`src/rtl/load_store_unit.sv`:
```
// RV32I load/store initiator driving a word-addressed, byte-strobed memory port with a bounded ready wait.
// Define LSU_MISALIGNED_EN to split word-crossing accesses into two beats instead of reporting an error.
module load_store_unit #(
   parameter int ADDR_W      = 32,
   parameter int TIMEOUT_CYC = 16
) (
   input  logic              clk,
   input  logic              rst_n,
   input  logic              req_valid,
   output logic              req_ready,
   input  logic              req_we,
   input  logic [2:0]        req_funct3,
   input  logic [ADDR_W-1:0] req_addr,
   input  logic [31:0]       req_wdata,
   output logic              resp_valid,
   output logic [31:0]       resp_rdata,
   output logic              resp_err,
   output logic              mem_valid,
   input  logic              mem_ready,
   output logic              mem_we,
   output logic [ADDR_W-3:0] mem_addr,
   output logic [3:0]        mem_wstrb,
   output logic [31:0]       mem_wdata,
   input  logic [31:0]       mem_rdata
);
   localparam int CW = $clog2(TIMEOUT_CYC + 1);

`ifdef LSU_MISALIGNED_EN
   typedef enum logic [1:0] {IDLE, ACC0, RESP, ACC1} state_t;
`else
   typedef enum logic [1:0] {IDLE, ACC0, RESP} state_t;
`endif

   state_t        state;
   logic          we_q;
   logic [2:0]    f3_q;
   logic [1:0]    off_q;
   logic [CW-1:0] tmo_cnt;

   logic [1:0]  off;
   logic [3:0]  mask, strb_lo;
   logic [31:0] data_lo, ld_word;
   logic [63:0] ld_pair;
   logic        illegal, bad;

   assign off = req_addr[1:0];

   always_comb begin
      case (req_funct3[1:0])
         2'b00:   mask = 4'b0001;
         2'b01:   mask = 4'b0011;
         default: mask = 4'b1111;
      endcase
   end

   assign illegal = (req_funct3[1:0] == 2'b11) || (req_funct3 == 3'b110) ||
                    (req_we && req_funct3[2]);

`ifdef LSU_MISALIGNED_EN
   logic [3:0]  strb_hi, strb_hi_q;
   logic [31:0] data_hi, data_hi_q, rd0;
   assign {strb_hi, strb_lo} = {4'b0000, mask} << off;
   assign {data_hi, data_lo} = {32'h0, req_wdata} << {off, 3'b000};
   assign bad     = illegal;
   assign ld_pair = (state == ACC1) ? {mem_rdata, rd0} : {32'h0, mem_rdata};
`else
   assign strb_lo = mask << off;
   assign data_lo = req_wdata << {off, 3'b000};
   // without split support, any offset that is not a multiple of the access size is rejected
   assign bad     = illegal || (req_funct3[0] && off[0]) || (req_funct3[1] && (off != 2'b00));
   assign ld_pair = {32'h0, mem_rdata};
`endif

   assign ld_word = 32'(ld_pair >> {off_q, 3'b000});

   function automatic logic [31:0] extend(input logic [2:0] f3, input logic [31:0] w);
      case (f3)
         3'b000:  extend = {{24{w[7]}}, w[7:0]};
         3'b001:  extend = {{16{w[15]}}, w[15:0]};
         3'b100:  extend = {24'h0, w[7:0]};
         3'b101:  extend = {16'h0, w[15:0]};
         default: extend = w;
      endcase
   endfunction

   always_ff @(posedge clk or negedge rst_n) begin
      if (!rst_n) begin
         state      <= IDLE;
         req_ready  <= 1'b1;
         resp_valid <= 1'b0;
         resp_rdata <= '0;
         resp_err   <= 1'b0;
         mem_valid  <= 1'b0;
         mem_we     <= 1'b0;
         mem_addr   <= '0;
         mem_wstrb  <= '0;
         mem_wdata  <= '0;
         tmo_cnt    <= '0;
         we_q       <= 1'b0;
         f3_q       <= '0;
         off_q      <= '0;
`ifdef LSU_MISALIGNED_EN
         strb_hi_q  <= '0;
         data_hi_q  <= '0;
         rd0        <= '0;
`endif
      end else begin
         resp_valid <= 1'b0;
         case (state)
            IDLE: begin
               if (req_valid && req_ready) begin
                  req_ready <= 1'b0;
                  we_q      <= req_we;
                  f3_q      <= req_funct3;
                  off_q     <= off;
`ifdef LSU_MISALIGNED_EN
                  strb_hi_q <= strb_hi;
                  data_hi_q <= data_hi;
`endif
                  if (bad) begin
                     state      <= RESP;
                     resp_valid <= 1'b1;
                     resp_err   <= 1'b1;
                     resp_rdata <= '0;
                  end else begin
                     state     <= ACC0;
                     mem_valid <= 1'b1;
                     mem_we    <= req_we;
                     mem_addr  <= req_addr[ADDR_W-1:2];
                     mem_wstrb <= req_we ? strb_lo : 4'b0000;
                     mem_wdata <= req_we ? data_lo : 32'h0;
                     tmo_cnt   <= '0;
                  end
               end
            end
            RESP: begin
               state     <= IDLE;
               req_ready <= 1'b1;
            end
            default: begin
               if (mem_ready) begin
`ifdef LSU_MISALIGNED_EN
                  rd0 <= mem_rdata;
                  if (state == ACC0 && strb_hi_q != 4'b0000) begin
                     // second beat of a word-crossing access; mem_valid stays high
                     state     <= ACC1;
                     mem_addr  <= mem_addr + 1'b1;
                     mem_wstrb <= we_q ? strb_hi_q : 4'b0000;
                     mem_wdata <= we_q ? data_hi_q : 32'h0;
                     tmo_cnt   <= '0;
                  end else
`endif
                  begin
                     state      <= RESP;
                     mem_valid  <= 1'b0;
                     resp_valid <= 1'b1;
                     resp_err   <= 1'b0;
                     resp_rdata <= we_q ? 32'h0 : extend(f3_q, ld_word);
                  end
               end else begin
                  tmo_cnt <= tmo_cnt + 1'b1;
                  if (tmo_cnt == CW'(TIMEOUT_CYC - 1)) begin
                     state      <= RESP;
                     mem_valid  <= 1'b0;
                     resp_valid <= 1'b1;
                     resp_err   <= 1'b1;
                     resp_rdata <= '0;
                  end
               end
            end
         endcase
      end
   end
endmodule

```
`config.mk`:
```
export PLATFORM = sky130hd
export DESIGN_NAME = load_store_unit
export DESIGN_NICKNAME = d
export VERILOG_FILES = /design/src/rtl/load_store_unit.sv
export SDC_FILE = /design/constraint.sdc
export NUM_CORES = 1
export LEC_CHECK = 0
export ABC_CLOCK_PERIOD_IN_PS = 4500
export CAP_MARGIN = 0
export CORE_ASPECT_RATIO = 1.75
export CORE_MARGIN = 1
export CORE_UTILIZATION = 49
export CTS_BUF_LIST = sky130_fd_sc_hd__clkbuf_8
export CTS_CLUSTER_DIAMETER = 100
export DETAILED_ROUTE_END_ITERATION = 8
export GPL_TIMING_DRIVEN = 0
export PLACE_DENSITY = 0.88
export RECOVER_POWER = 25
export SYNTH_ARGS = -nofsm -noshare
export SYNTH_HDL_FRONTEND = slang
export SYNTH_SLANG_ARGS = --single-unit
```
`constraint.sdc`:
```
create_clock -name clk -period 4.5 [get_ports clk]
set_input_delay 0.9 -clock clk [delete_from_list [all_inputs] [get_ports clk]]
set_output_delay 0.9 -clock clk [all_outputs]
set_load 0.02 [all_outputs]
```
==> flow_summary.json <==
{
  "finalInstanceArea_mm2": 0.008043,
  "yosys-top-cells-area": "dfrtp_1 (54%), mux2i_1 (6.0%), mux2_2 (4.4%)",
  "finalNetCount": 799,
  "p_seq_share_pct": 33.6,
  "syn_avg_cell_area_um2": 11.49,
  "synth-edff-count": 0,
  "worstPathCellList": "clkdlybuf4s50_1, a221oi_1, o211ai_2, nor3_2, a22o_1",
  "rr_worst_depth": 9,
  "wire_per_inst_um": 19.94,
  "vias_per_cell": 5.809,
  "holdCritStartpoint": "mem_wstrb[3]",
  "syn_area_mm2": 0.005365,
  "cp_slowest_cell": "nor3_2",
  "required_ns": 4.87,
  "crit_fanout": 10,
  "synthesis.nets": 573,
  "async_flop_share_pct": 100.0,
  "power_frac_comb_pct": 46.1,
  "fin_util_pct": 75.18,
  "slew_viol_final": 0,
  "yosysWarnings": 0,
  "htreeDepth": 4,
  "irDropWorstVdd_uv": 434.5,
  "p_sw_share_pct": 37.71,
  "clock_path_buffers": 2,
  "outcome": "finished clean",
  "cts_tree": "built",
  "grt_max_degree": 63,
  "dieWidth_um": 81.10,
  "relSlewSlack_pct": 43.05,
  "rows": 50,
  "layout_min_cycle_time_ns": 2.838,
  "hold-worst-slack_ns": 0.4768,
  "drt-initial-drc-count": 229,
  "post-cts-setup-buffer-count": 0,
  "p_leak_nw": 3.545,
  "hold_buffers": 0,
  "cts_root_buffer": "clkbuf_8",
  "start_util_pct": 50.15,
  "powerDensity_mw_per_mm2": 636.3,
  "dr.pass1.iters": 6,
  "rsz0062_at_grt": "false",
  "drive_gt1_share_pct": 11.47,
  "grt_usage_pct": 30.78,
  "syn2layout_area_growth_pct": 49.91,
  "placed_cell_area_mm2": 0.007615,
  "dp_cells": 804,
  "synthFlopType": "dfrtp_1",
  "p_switching_mw": 1.930,
  "gr-total-overflow": 0,
  "clkTransAtPathRegs_ns": 0.07,
  "ys_seq_area_share_pct": 54.13,
  "cap_violations": 0,
  "dpl.hpwl_mm": 12.52,
  "die_h_um": 140.4,
  "gp_congestion": 0.9143,
  "antenna_cells": 0,
  "max_freq_ghz": 0.3524,
  "tightest_slew_ns": 0.8524,
  "r2r_slack_ns": 2.09,
  "arrival_ns": 3.21,
  "cp-startpoint": "req_funct3[0]",
  "route.detailed.drc": 0,
  "n_fill_cell": 731,
  "synth.largest_area_cell": "dfrtp_1",
  "max_stage_delay_ns": 0.68,
  "finalNonFillerCells": 836,
  "yosysUniqueCellTypes": 51,
  "antenna_found_initial": 0,
  "grt_pass1_wl_mm": 25.94,
  "worstReg2RegEnd": "resp_err",
  "cts_sinks": 116,
  "synth_top_area_share_pct": 53.64,
  "num_vias": 4856,
  "routed_wl_mm": 16.67,
  "cts_buffers": 17,
  "worstSetupPathType": "in2reg",
  "holdCritPathClass": "reg2reg",
  "netlist_instances": 467,
  "grt_pass1_vias": 5239,
  "start_kind": "input pin",
  "p_int_mw": 3.188,
  "holdPathEnd": "mem_wstrb[3]",
  "design.die.area_mm2": 0.01139,
  "min_delay_path_depth": 2,
  "synth_seq_cells": 116,
  "timing.rr.start": "tmo_cnt[0]",
  "worst_setup_path_end_kind": "flip-flop",
  "clock_latency_ns": 0.45,
  "coreArea_mm2": 0.01070,
  "final_hold_viol_count": 0,
  "cts_resized": 0,
  "power_frac_clock_pct": 20.3,
  "ios": 207,
  "final-setup-viol-count": 0,
  "finalCritPeriodShare_pct": 63.06,
  "finClkSkew_ns": 0.01340,
  "drtAntennaViolNets": 0,
  "port_buffers": 206
}
critical path, delay by kind of cell:
family | cells | cell delay (ns)
AO/OA/AOI/OAI | 3 | 1.10
buffers and inverters | 1 | 0.53
AND/OR/NAND/NOR | 1 | 0.68
stage by stage:
stage / setup TNS (ns) / worst slack [ns] / total power [mW]
global placement: -199.36 / -1.742 / 3.973
global route: 0 / 1.527 / 5.347
finish: 0 / 1.662 / 5.118
floorplan: 0 / 2.190 / 2.897
CTS: 0 / 1.724 / 5.139
detailed placement: 0 / 1.251 / 4.077
placed cells by master, fill, tap and decap left out, types with 17 or more instances in the layout:
cell type / netlist / final
a21oi_1: 24 / 24
clkbuf_8: 0 / 17
mux2_2: 21 / 21
mux2i_1: 32 / 32
clkdlybuf4s50_1: 0 / 204
nand2_1: 54 / 54
o21ai_0: 32 / 32
dfrtp_1: 115 / 115
power groups by stage:
stage | registers [mW] | logic [mW] | clock network [mW]
detailed placement | 1.73 | 2.35 | 0
CTS | 1.72 | 2.36 | 1.06
finish | 1.72 | 2.36 | 1.04
global route | 1.76 | 2.48 | 1.10
global placement | 1.70 | 2.28 | 0
floorplan | 2.16 | 0.740 | 0
logic make-up after synthesis:
family / synth area share (%)
AO/OA/AOI/OAI: 16.63
flip-flops: 54.13
AND/OR/NAND/NOR: 10.42
multiplexers: 14.44
buffers and inverters: 3.591
XOR/XNOR: 0.3266
adder cells (fa/ha/maj): 0.4663
routing by layer:
| layer | vias to the layer above | GRT usage (%) | share of wire [%] | wire length [um] |
|---|---|---|---|---|
| met5 | - | 0 | 0 | 0 |
| met1 | 2343 | 29.33 | 33 | 5442 |
| met2 | 287 | 56.44 | 56 | 9287 |
| met4 | 0 | 17.95 | 4.4 | 729 |
| met3 | 60 | 8.274 | 7.2 | 1207 |
| li1 | 2166 | - | - | - |
final cells by class:
type | count | area [um^2] | share of cell area [%]
Buffer | 36 | 173.9 | 2.162
Clock buffer | 17 | 234.0 | 2.909
Clock inverter | 15 | 193.9 | 2.411
Inverter | 5 | 18.77 | 0.2334
Multi-Input combinational cell | 310 | 2268 | 28.20
Sequential cell | 116 | 2904 | 36.11
Tap cell | 130 | 162.7 | 2.022
Timing Repair Buffer | 207 | 2087 | 25.95
worst max path at each step:
| stage | endpoint | slack (ns) | cells after the start |
|---|---|---|---|
| final | mem_wdata[4] | 1.66 | 5 |
| after global placement | mem_addr[12] | -1.74 | 1 |
| after detailed placement | mem_wdata[2] | 1.25 | 5 |
| after floorplan | mem_addr[14] | 2.19 | 5 |
| after CTS | mem_wdata[4] | 1.72 | 5 |
| after global routing | mem_wdata[5] | 1.53 | 5 |
registers in the layout, summed over array words and instances (netlist names), 2 cells and up:
name,cells
f3_q,3
mem_addr,30
mem_wdata,32
mem_wstrb,4
off_q,2
resp_rdata,32
state,2
tmo_cnt,5
cell usage after synthesis (3+ instances only):
cell	number
mux2_1	16
dfrtp_1	115
nand3_1	3
inv_1	4
mux2_2	21
nand2_1	54
a221o_1	16
nand3b_1	9
a211o_1	8
a32o_1	8
nor2_1	16
buf_1	4
o2bb2ai_1	15
nor2b_1	12
buf_6	3
a21oi_1	24
clkbuf_1	16
buf_2	13
mux2i_1	32
a22o_1	9
o21ai_0	32
No activity file was read; power rests on OpenSTA's default activity.
